## src/rtl/imm_encoder.sv

```systemverilog
// Packs a signed 32-bit immediate into the immediate fields of a RISC-V instruction word.
// Two-stage valid/ready pipeline with range/alignment checks and a saturating error counter.
module imm_encoder #(
  parameter int ERR_CNT_W = 16
) (
  input  logic                 clk,
  input  logic                 rst_n,
  input  logic                 in_valid,
  output logic                 in_ready,
  input  logic [31:0]          base_instr,
  input  logic [31:0]          imm,
  input  logic [2:0]           imm_src,
  output logic                 out_valid,
  input  logic                 out_ready,
  output logic [31:0]          out_instr,
  output logic [2:0]           out_err,
  output logic [ERR_CNT_W-1:0] err_count
);

  localparam logic [2:0] FMT_I = 3'd0;
  localparam logic [2:0] FMT_S = 3'd1;
  localparam logic [2:0] FMT_B = 3'd2;
  localparam logic [2:0] FMT_U = 3'd3;
  localparam logic [2:0] FMT_J = 3'd4;

  function automatic logic [31:0] field_mask(input logic [2:0] src);
    logic [31:0] m;
    m = 32'h0000_0000;
    case (src)
      FMT_I:   m = 32'hFFF0_0000;
      FMT_S:   m = 32'hFE00_0F80;
      FMT_B:   m = 32'hFE00_0F80;
      FMT_U:   m = 32'hFFFF_F000;
      FMT_J:   m = 32'hFFFF_F000;
      default: m = 32'h0000_0000;
    endcase
    return m;
  endfunction

  // Invalid formats place nothing, so the base word passes through untouched.
  function automatic logic [31:0] place_imm(input logic [31:0] v, input logic [2:0] src);
    logic [31:0] p;
    p = 32'h0000_0000;
    case (src)
      FMT_I:   p = {v[11:0], 20'h0_0000};
      FMT_S:   p = {v[11:5], 13'h0000, v[4:0], 7'h00};
      FMT_B:   p = {v[12], v[10:5], 13'h0000, v[4:1], v[11], 7'h00};
      FMT_U:   p = {v[31:12], 12'h000};
      FMT_J:   p = {v[20], v[10:1], v[11], v[19:12], 12'h000};
      default: p = 32'h0000_0000;
    endcase
    return p;
  endfunction

  function automatic logic range_err(input logic [31:0] v, input logic [2:0] src);
    logic signed [31:0] sv;
    logic               r;
    sv = v;
    r  = 1'b0;
    case (src)
      FMT_I, FMT_S: r = (sv < -32'sd2048) || (sv > 32'sd2047);
      FMT_B:        r = (sv < -32'sd4096) || (sv > 32'sd4094);
      FMT_U:        r = (v[11:0] != 12'h000);
      FMT_J:        r = (sv < -32'sd1048576) || (sv > 32'sd1048574);
      default:      r = 1'b0;
    endcase
    return r;
  endfunction

  logic                 s1_valid_r;
  logic [31:0]          s1_masked_r;
  logic [31:0]          s1_imm_r;
  logic [2:0]           s1_src_r;
  logic [2:0]           s1_err_r;
  logic                 out_valid_r;
  logic [31:0]          out_instr_r;
  logic [2:0]           out_err_r;
  logic [ERR_CNT_W-1:0] err_count_r;

  logic                 s2_adv_s;
  logic                 in_ready_s;
  logic [2:0]           err_s;
  logic                 out_fire_s;

  // Handshake: a stage moves when the register below it is empty or draining this cycle.
  always_comb begin
    s2_adv_s   = !out_valid_r || out_ready;
    in_ready_s = !s1_valid_r || s2_adv_s;
    out_fire_s = out_valid_r && out_ready;
  end

  // Error flags for the incoming request; an unknown format suppresses the other two.
  always_comb begin
    err_s = 3'b000;
    if (imm_src > FMT_J) begin
      err_s = 3'b100;
    end else begin
      err_s[0] = range_err(imm, imm_src);
      err_s[1] = ((imm_src == FMT_B) || (imm_src == FMT_J)) && imm[0];
      err_s[2] = 1'b0;
    end
  end

  // Stage 1: capture the request with its immediate fields already cleared from the base.
  always_ff @(posedge clk or negedge rst_n) begin
    if (!rst_n) begin
      s1_valid_r  <= 1'b0;
      s1_masked_r <= 32'h0000_0000;
      s1_imm_r    <= 32'h0000_0000;
      s1_src_r    <= 3'b000;
      s1_err_r    <= 3'b000;
    end else if (in_ready_s) begin
      s1_valid_r <= in_valid;
      if (in_valid) begin
        s1_masked_r <= base_instr & ~field_mask(imm_src);
        s1_imm_r    <= imm;
        s1_src_r    <= imm_src;
        s1_err_r    <= err_s;
      end else begin
        s1_masked_r <= s1_masked_r;
      end
    end else begin
      s1_valid_r <= s1_valid_r;
    end
  end

  // Stage 2: output register, held while the consumer stalls.
  always_ff @(posedge clk or negedge rst_n) begin
    if (!rst_n) begin
      out_valid_r <= 1'b0;
      out_instr_r <= 32'h0000_0000;
      out_err_r   <= 3'b000;
    end else if (s2_adv_s) begin
      out_valid_r <= s1_valid_r;
      if (s1_valid_r) begin
        out_instr_r <= s1_masked_r | place_imm(s1_imm_r, s1_src_r);
        out_err_r   <= s1_err_r;
      end else begin
        out_instr_r <= out_instr_r;
      end
    end else begin
      out_valid_r <= out_valid_r;
    end
  end

  // Error counter: counts handed-off errored results, sticking at all-ones.
  always_ff @(posedge clk or negedge rst_n) begin
    if (!rst_n) begin
      err_count_r <= {ERR_CNT_W{1'b0}};
    end else if (out_fire_s && (out_err_r != 3'b000) && !(&err_count_r)) begin
      err_count_r <= err_count_r + {{(ERR_CNT_W-1){1'b0}}, 1'b1};
    end else begin
      err_count_r <= err_count_r;
    end
  end

  assign in_ready  = in_ready_s;
  assign out_valid = out_valid_r;
  assign out_instr = out_instr_r;
  assign out_err   = out_err_r;
  assign err_count = err_count_r;

endmodule
```

## config.mk

```make
export PLATFORM = sky130hd
export DESIGN_NAME = imm_encoder
export DESIGN_NICKNAME = d
export VERILOG_FILES = /design/src/rtl/imm_encoder.sv
export SDC_FILE = /design/constraint.sdc
export NUM_CORES = 1
export LEC_CHECK = 0
export CAP_MARGIN = 15
export CORE_MARGIN = 2
export CORE_UTILIZATION = 35
export CTS_BUF_LIST = sky130_fd_sc_hd__clkbuf_8
export DETAILED_ROUTE_END_ITERATION = 8
export GPL_TIMING_DRIVEN = 0
export SETUP_SLACK_MARGIN = 0.5
export SLEW_MARGIN = 20
export SYNTH_ARGS = -nofsm -noshare
export SYNTH_HDL_FRONTEND = slang
export SYNTH_SLANG_ARGS = --single-unit
export TNS_END_PERCENT = 20
```

## constraint.sdc

```tcl
create_clock -name clk -period 1.59 [get_ports clk]
set_clock_uncertainty 0.2 [all_clocks]
set_input_delay 0.159 -clock clk [delete_from_list [all_inputs] [get_ports clk]]
set_output_delay 0.159 -clock clk [all_outputs]
set_load 0.02 [all_outputs]
```

==> results.sh, run 1 <==
export IMPL_status="complete, but fails checks"
export IMPL_violations="hold timing, setup timing"
export IMPL_power_frac_seq_pct=41.9
export IMPL_core_mm2=0.01453
export IMPL_fp_dieArea_mm2=0.01583
export IMPL_switching_share_pct=30.09
export IMPL_grt_pass1_wl_um=23590
export IMPL_placed_area_mm2=0.006720
export IMPL_p_leak_nw=3.414
export IMPL_ys_flop_type="dfrtp_1"
export IMPL_synth_area_top_cells="dfrtp_1 (59%), mux2_2 (11%), nand2_1 (3.7%)"
export IMPL_startpoint_type="flip-flop"
export IMPL_synth_seq_area_share_pct=59.28
export IMPL_io_pins=124
export IMPL_rsz0062_at_grt="yes"
export IMPL_regToRegStartpoint="s1_src_r[0]"
export IMPL_drcViolationCount=0
export IMPL_clkPwrFrac_pct=29.8
export IMPL_drtIter0Drc=208
export IMPL_grt_ovfl_total=0
export IMPL_holdCritPathClass="input port to asynchronous set/reset pin"
export IMPL_synth_top_area_share_pct=59.28
export IMPL_syn_nets=505
export IMPL_start_util_pct=35.73
export IMPL_grt_pass1_vias=4364
export IMPL_layout_commonest_cell="dfrtp_1"
export IMPL_yosysTopAreaCell="dfrtp_1"
export IMPL_htree_num_levels=4
export IMPL_fin_crit_sh_pct=113.5
export IMPL_antenna_found_initial=1
export IMPL_yosysWarnings=0
export IMPL_track_usage_pct=19.36
export IMPL_finalSetupTns_ns=-4.712
export IMPL_clock_sinks=123
export IMPL_dp_slack_ns=-0.6586
export IMPL_avgViaCountPerCell=5.257
export IMPL_seq_area_mm2=0.003092
export IMPL_rows=44
export IMPL_routed_wl_um=14870
export IMPL_drt_wirelength_per_cell_um=18.50
export IMPL_ir_drop_uv=496.5
export IMPL_clk_path_buf_depth=2
export IMPL_synthToLayoutAreaGrowth_pct=51.52
export IMPL_multi_input_area_mm2=0.002280
export IMPL_cp_startpoint="s1_src_r[0]"
export IMPL_slew_violations=0
export IMPL_synth_distinct_cells=45
export IMPL_p_switching_mw=2.989
export IMPL_cts_buffers=17
export IMPL_chipWidth_um=125.8
export IMPL_n_fill_cell=1278
export IMPL_firstDrtPassIters=4
export IMPL_ant_nets=0
export IMPL_grt_max_degree=65
export IMPL_synth_cells=433
export IMPL_dp_hpwl_um=10080
export IMPL_synth_seq_cells=123
export IMPL_worst_pin_slew_ns=0.6049
export IMPL_crit_type="flip-flop to flip-flop"
export IMPL_fin_nets=678
export IMPL_async_flop_share_pct=100.0
export IMPL_reg2reg_slack_ns=-0.21
export IMPL_syn_area_per_cell_um2=11.99
export IMPL_layout_setup_ws_ns=-0.2145
export IMPL_synth_cell_area_mm2=0.005192
export IMPL_gp_congestion=0.7784
export IMPL_cts_root_buffer="clkbuf_8"
export IMPL_path_clk_slew_ns=0.07
export IMPL_ctsHoldBuffers=1
export IMPL_port_buffer_count=121
export IMPL_critPathCaptureType="flip-flop"
export IMPL_num_vias=4227
export IMPL_layout_min_cycle_time_ns=1.805
export IMPL_cts_tree="done"
export IMPL_hold_viol=123
export IMPL_synth_edf_count=0
export IMPL_r2r_cells=7
export IMPL_p_int_mw=6.946
export IMPL_drv_cap=0
export IMPL_fmax_mhz=554.2
export IMPL_fp_dieH_um=125.8
export IMPL_path_max_fanout=8
export IMPL_cp_data_required_time_ns=1.71
export IMPL_clock_latency_ns=0.43
export IMPL_hold_ws_ns=-0.4891
export IMPL_final_cell_area_mm2=0.007868
export IMPL_drive_gt1_share_pct=40.87
export IMPL_arrival_ns=1.92
export IMPL_setup_viol=76
export IMPL_relSlewSlack_pct=59.67
export IMPL_layout_common_cells="dfrtp_1 (112), clkdlybuf4s50_1 (66), buf_6 (58), mux2_2 (43), nand2_1 (40)"
export IMPL_power_density_mw_per_mm2=1263
export IMPL_combPwrFrac_pct=28.3
==> critical path, stage by stage, from the launching register on <==
cell,delay [ns]
dfrtp_1,0.38
buf_6,0.13
and2b_2,0.20
and2_4,0.16
buf_8,0.13
a21o_4,0.25
a21oi_2,0.18
o21ai_2,0.06
==> power groups by stage <==
stage	Sequential (mW)	Clock [mW]	Combinational [mW]
2_1_floorplan	4.41	0	0.863
3_3_place_gp	4.11	0	2.31
3_5_place_dp	4.14	0	2.36
4_1_cts	4.16	3.05	2.64
5_1_grt	4.24	3.20	3.01
6_report	4.17	2.96	2.81
==> timing repair <==
action                                 in CTS  in global routing
endpoints found under the hold margin      96                 63
setup endpoints to repair                 174                175
resized for setup                         384                 63
setup buffers                              13                 14
pin swaps                                  38                 35
cloned                                      4                  0
==> cell families (layout without fill, tap and decap cells) <==
group / after synthesis / count (layout) / share of synthesized area, %
AOI/OAI and AO/OA: 97 / 97 / 12.70
xor gates and xnor gates: 17 / 17 / 2.868
adders and majority gates: 1 / 1 / 0.2409
buffers and inverters: 22 / 207 / 1.807
DFF: 123 / 123 / 59.28
muxes: 54 / 54 / 11.69
other: 0 / 1 / 0
and+or+nand+nor: 119 / 120 / 11.42
==> final timing paths <==
path | endpoint
min | s1_masked_r[5]
max | out_instr[13]
max in group asynchronous | s1_imm_r[8]
min in group clk | s1_src_r[2]
max reg2reg | out_instr[13]
min reg2reg | s1_masked_r[27]
==> final cells by class <==
type / count / area share [%]
clock inverters: 14 / 2.258
diodes: 1 / 0.03181
repair buffers: 153 / 20.31
multi-input cells: 289 / 28.98
inverters: 1 / 0.04771
plain buffers: 21 / 3.006
flip-flops and latches: 123 / 39.30
clock buffers: 18 / 3.149
well taps: 184 / 2.926
==> synthesized netlist by cell type, drive strengths merged, types with 6 or more instances <==
master,instances
nand3,7
o21ai,36
nand3b,6
a221oi,6
dfrtp,123
clkbuf,11
buf,10
mux2,53
a21oi,17
nand2,52
nand4,13
nor4,6
xnor2,15
nor2,15
a22o,18
==> layer usage <==
metal | vias to the layer above | GRT usage [%] | share of wire, %
li1 | 1945 | - | -
met1 | 2116 | 25.84 | 44
met2 | 147 | 30.40 | 49
met3 | 19 | 5.268 | 5.8
met4 | 0 | 7.175 | 1.2
met5 | - | 0 | 0
==> registers in the layout (all words and copies together), names as in the netlist <==
register     flops
s1_masked_r     32
out_err          3
s1_src_r         3
out_valid        1
s1_err_r         3
s1_valid_r       1
s1_imm_r        32
out_instr       32
err_count       16
==> through the flow <==
stage	util [%]	cells	total power [mW]
6_report	54.13	804	9.935
5_1_grt	54.12	803	10.45
4_1_cts	52.64	789	9.845
3_5_place_dp	46.24	739	6.497
3_3_place_gp	46.04	738	6.429
2_1_floorplan	-	433	5.271
Note: power is estimated with default switching activity, not from simulation.
==> run 2: changes to the inputs <==
CTS_BUF_LIST = sky130_fd_sc_hd__clkbuf_2   (was sky130_fd_sc_hd__clkbuf_8)
==> run 2 against run 1 <==
  * The flow still finishes with violations (hold timing, setup timing)
  * Register-to-register slack about the same
  * First-iteration DRC count increased by 24%
  * Via count increased by 9.5%
  * Worst hold slack got worse by 0.29 ns
  * Clock power decreased by 24%
  * Sequential share of layout area decreased by 3.2 points
  * Sequential power decreased by 1%
  * Critical path depth decreased by 2
  * Fmax decreased by 0.40%
  * Cell area increased by 8.8%
  * Combinational power increased by 8.5%
  * Global-route usage increased by 0.76 points
==> results.sh, run 2 (synthesized netlist as in run 1, its figures left out) <==
export IMPL_status="complete, but fails checks"
export IMPL_violations="hold timing, setup timing"
export IMPL_avgViaCountPerCell=5.196
export IMPL_routed_wl_um=16140
export IMPL_wl_met2_um=7888
export IMPL_path_clk_slew_ns=0.19
export IMPL_port_buffer_count=121
export IMPL_top_layer_used="met4"
export IMPL_critPathCaptureType="flip-flop"
export IMPL_final_cell_area_mm2=0.008561
export IMPL_chipWidth_um=125.8
export IMPL_rows=44
export IMPL_fp_dieArea_mm2=0.01583
export IMPL_rsz0062_at_grt="yes"
export IMPL_finalSetupTns_ns=-17.35
export IMPL_wirelength_met1_um=6971
export IMPL_io_pins=124
export IMPL_htree_num_levels=4
export IMPL_met3_length_um=861
export IMPL_grt_pass1_wl_um=24830
export IMPL_grt_ovfl_total=0
export IMPL_start_util_pct=35.73
export IMPL_layout_setup_ws_ns=-0.2217
export IMPL_fin_nets=765
export IMPL_worst_pin_slew_ns=0.6099
export IMPL_clk_path_buf_depth=2
export IMPL_drtIter0Drc=258
export IMPL_power_density_mw_per_mm2=1100
export IMPL_setup_viol=157
export IMPL_fmax_mhz=552.0
export IMPL_relSlewSlack_pct=59.34
export IMPL_hold_viol=135
export IMPL_holdCritPathClass="input port to asynchronous set/reset pin"
export IMPL_synthToLayoutAreaGrowth_pct=64.87
export IMPL_cp_data_required_time_ns=2.01
export IMPL_p_leak_nw=3.837
export IMPL_drt_wirelength_per_cell_um=18.12
export IMPL_n_fill_cell=1220
export IMPL_fin_crit_sh_pct=113.9
export IMPL_layout_common_cells="dfrtp_1 (111), dlygate4sd3_1 (68), clkdlybuf4s50_1 (67), buf_6 (45), nand2_1 (41)"
export IMPL_cts_buffers=17
export IMPL_clock_sinks=123
export IMPL_track_usage_pct=20.12
export IMPL_cts_tree="done"
export IMPL_cts_root_buffer="clkbuf_2"
export IMPL_antenna_found_initial=1
export IMPL_ctsHoldBuffers=68
export IMPL_layout_min_cycle_time_ns=1.812
export IMPL_hold_ws_ns=-0.7811
export IMPL_drv_cap=0
export IMPL_gp_congestion=0.7784
export IMPL_placed_area_mm2=0.006720
export IMPL_arrival_ns=2.23
export IMPL_dp_hpwl_um=10080
export IMPL_path_max_fanout=6
export IMPL_clock_latency_ns=0.71
export IMPL_core_mm2=0.01453
export IMPL_slew_violations=0
export IMPL_grt_max_degree=65
export IMPL_num_vias=4630
export IMPL_grt_pass1_vias=4799
export IMPL_ir_drop_uv=464.2
export IMPL_crit_type="flip-flop to flip-flop"
export IMPL_layout_commonest_cell="dfrtp_1"
export IMPL_startpoint_type="flip-flop"
export IMPL_drcViolationCount=0
export IMPL_fp_dieH_um=125.8
export IMPL_drive_gt1_share_pct=38.39
export IMPL_ant_nets=0
export IMPL_firstDrtPassIters=7
run 2: where the power goes:
| group | total, mW | internal [mW] | switching (mW) |
|---|---|---|---|
| Sequential | 4.12 | 3.68 | 0.438 |
| Combinational | 3.05 | 1.65 | 1.40 |
| Clock | 2.24 | 1.02 | 1.22 |
run 2: critical path, stage by stage (launching register included):
cell and delay, ns:
dfrtp_2 0.45, buf_6 0.12, and4_4 0.18, and4_4 0.18, a21boi_4 0.23, mux2_2 0.36
run 2: final timing paths:
check	startpoint	endpoint	slack, ns	depth (start not counted)
hold / removal	rst_n	err_count[15]	-0.78	1
max in group asynchronous	rst_n	s1_imm_r[7]	1.26	2
hold reg to reg	out_instr[17]	out_instr[17]	0.32	2
min in group clk	imm_src[2]	s1_masked_r[30]	-0.04	5
setup / recovery	err_count[6]	err_count[1]	-0.22	5
setup reg to reg	err_count[6]	err_count[1]	-0.22	5
run 2: layer usage:
| layer | track usage [%] | up-vias |
|---|---|---|
| li1 | - | 2119 |
| met1 | 25.79 | 2317 |
| met2 | 32.97 | 161 |
| met3 | 4.758 | 33 |
| met4 | 8.274 | 0 |
| met5 | 0 | - |
run 2: what timing repair did:
| item | CTS | global route |
|---|---|---|
| gates resized for setup | 329 | 126 |
| cloned | 0 | 3 |
| endpoints found under the hold margin | 194 | 138 |
| setup buffers | 27 | 21 |
| setup endpoints to repair | 174 | 175 |
| pin swaps | 15 | 33 |
run 2: metrics by stage:
stage               total power, mW  instances  hold WS [ns]  utilization [%]  setup slack [ns]
detailed placement            6.497        739     -0.008245            46.24           -0.6586
floorplan                     5.271        433       -0.3366                -           -0.1884
finish                        9.413        891       -0.7811            58.90           -0.2217
CTS                           9.090        866       -0.8174            54.74           -0.2712
global placement              6.429        738        0.2657            46.04            -5.055
global route                  9.886        891       -0.7969            58.90           -0.3145
run 2: cell type report:
| type | instances | area (um2) | area share [%] |
|---|---|---|---|
| clock buffers | 18 | 90.09 | 1.052 |
| flip-flops and latches | 123 | 3093 | 36.13 |
| well taps | 184 | 230.2 | 2.689 |
| diodes | 1 | 2.502 | 0.02923 |
| inverters | 1 | 3.754 | 0.04385 |
| clock inverters | 14 | 177.7 | 2.075 |
| multi-input cells | 289 | 2415 | 28.21 |
| plain buffers | 21 | 241.5 | 2.821 |
| repair buffers | 240 | 2307 | 26.95 |
==> run 3: changes to the inputs <==
CORE_UTILIZATION = 46   (was 35)
PLACE_DENSITY = 0.78   (was unset)
SETUP_SLACK_MARGIN = 0.3   (was 0.5)
==> run 3 against run 2 <==
  * The run still ends with hold timing, setup timing left
  * Final cell count is 7.1% lower
  * Critical endpoint is now out_instr[30]
  * Utilization is 16 points higher
  * Critical path depth is 2 higher
  * Critical path type unchanged
  * Clock power is 6% higher
  * Die area is 23% lower
  * Sequential share of layout area is 1.5 points higher
  * Via count is 3.0% higher
  * Wire length is 4.7% higher
  * Combinational power hardly changed
  * Cell area is 3.9% lower
  * Largest cell class unchanged
  * Register-to-register slack worse by 0.03 ns
  * First-iteration DRC count is 48% higher
==> results.sh, run 3 (synthesized netlist as in run 1, its figures left out) <==
export IMPL_grt_max_degree=80
export IMPL_holdCritPathClass="input port to asynchronous set/reset pin"
export IMPL_ant_nets=0
export IMPL_layout_setup_ws_ns=-0.2496
export IMPL_slowest_stage="dfrtp_1"
export IMPL_synthToLayoutAreaGrowth_pct=58.46
export IMPL_setup_viol=140
export IMPL_fp_dieArea_mm2=0.01215
export IMPL_dp_hpwl_um=9818
export IMPL_cts_buffers=17
export IMPL_ctsHoldBuffers=66
export IMPL_relSlewSlack_pct=59.95
export IMPL_core_mm2=0.01094
export IMPL_num_vias=4767
export IMPL_violations="hold timing, setup timing"
export IMPL_p_leak_nw=3.560
export IMPL_grt_pass1_vias=4700
export IMPL_htree_num_levels=4
export IMPL_ir_drop_uv=818.1
export IMPL_layout_commonest_cell="dfrtp_1"
export IMPL_start_util_pct=47.48
export IMPL_cts_tree="done"
export IMPL_path_clk_slew_ns=0.18
export IMPL_drtIter0Drc=383
export IMPL_status="complete, but fails checks"
export IMPL_arrival_ns=2.20
export IMPL_drt_wirelength_per_cell_um=20.42
export IMPL_fp_dieH_um=110.2
export IMPL_cp_data_required_time_ns=1.95
export IMPL_clk_path_buf_depth=2
export IMPL_track_usage_pct=26.32
export IMPL_slowest_delay_ns=0.42
export IMPL_path_buf_inv=3
export IMPL_fin_nets=748
export IMPL_crit_type="flip-flop to flip-flop"
export IMPL_fin_crit_sh_pct=115.7
export IMPL_fin_cells=828
export IMPL_port_buffer_count=121
export IMPL_path_common_cell="buf_6"
export IMPL_cts_root_buffer="clkbuf_2"
export IMPL_drive_gt1_share_pct=36.34
export IMPL_clock_sinks=123
export IMPL_chipWidth_um=110.2
export IMPL_antenna_found_initial=0
export IMPL_critPathCaptureType="flip-flop"
export IMPL_grt_ovfl_total=0
export IMPL_fmax_mhz=543.6
export IMPL_gp_congestion=0.8736
export IMPL_slew_violations=0
export IMPL_rows=38
export IMPL_io_pins=124
export IMPL_grt_pass1_wl_um=23800
export IMPL_num_antenna_cells=0
export IMPL_avgViaCountPerCell=5.757
export IMPL_startpoint_type="flip-flop"
export IMPL_path_cells="buf_6 > and2b_2 > and2_4 > buf_12 > buf_6 > a221oi_2 > o21ai_1"
export IMPL_path_max_fanout=6
export IMPL_routed_wl_um=16900
export IMPL_place_inst=695
export IMPL_drcViolationCount=0
export IMPL_firstDrtPassIters=5
export IMPL_worst_pin_slew_ns=0.5961
export IMPL_cp_top_family="flip-flops"
export IMPL_power_density_mw_per_mm2=1162
export IMPL_clock_latency_ns=0.69
export IMPL_layout_min_cycle_time_ns=1.840
export IMPL_hold_ws_ns=-0.2627
export IMPL_layout_common_cells="dfrtp_1 (109), clkdlybuf4s50_1 (67), dlygate4sd3_1 (66), mux2_2 (52), nand2_1 (49)"
export IMPL_hold_viol=44
export IMPL_rsz0062_at_grt="yes"
export IMPL_drv_cap=0
==> run 3: where the power goes <==
group	total (mW)	switching, mW	leakage, nW	internal [mW]
combinational	3.03	1.43	1.89	1.60
sequential	4.16	0.478	1.50	3.69
clock	2.37	1.18	0.173	1.19
==> run 3: cell type report <==
| type | instances | area [um2] |
|---|---|---|
| buffer | 21 | 211.5 |
| clock buffer | 21 | 105.1 |
| clock inverter | 10 | 172.7 |
| fill | 682 | 2708 |
| inverter | 1 | 3.754 |
| multi-input combinational | 289 | 2305 |
| sequential | 123 | 3095 |
| tap | 140 | 175.2 |
| timing repair buffer | 223 | 2160 |
==> run 3: path summary, 6_finish.rpt <==
kind	startpoint	end	slack, ns	cells after the start
hold reg to reg	out_instr[16]	out_instr[16]	0.31	2
setup / recovery	s1_src_r[0]	out_instr[30]	-0.25	7
setup reg to reg	s1_src_r[0]	out_instr[30]	-0.25	7
max in group asynchronous	rst_n	s1_imm_r[17]	0.71	3
hold / removal	rst_n	err_count[5]	-0.26	2
min in group clk	out_ready	out_valid	0.02	3
==> run 3: routing by layer <==
layer | up-vias | part of all wire (%) | GRT usage [%]
met5 | - | 0 | 0
li1 | 2081 | - | -
met4 | 0 | 3.5 | 8.571
met1 | 2383 | 38 | 31.96
met2 | 244 | 52 | 45.79
met3 | 59 | 7.1 | 6.820
==> run 3: what timing repair did <==
action                                 in CTS  in global routing
buffers inserted                           25                  9
gates resized for setup                   328                 72
pin swaps                                  15                 23
endpoints found under the hold margin     190                 44
cloned                                      0                  2
setup endpoints to repair                 174                175
==> run 3: stage by stage <==
stage	total power [mW]	setup WS, ns	setup TNS [ns]	util, %	cell area [um2]
finish	9.563	-0.2496	-10.54	75.24	8228
CTS	9.071	-0.2091	-12.22	71.90	7863
detailed placement	6.477	-0.6185	-48.30	60.95	6665
global route	9.954	-0.2967	-21.97	75.24	8228
global placement	6.382	-4.776	-581.49	60.69	6636
floorplan	5.271	-0.1884	-13.02	-	5250
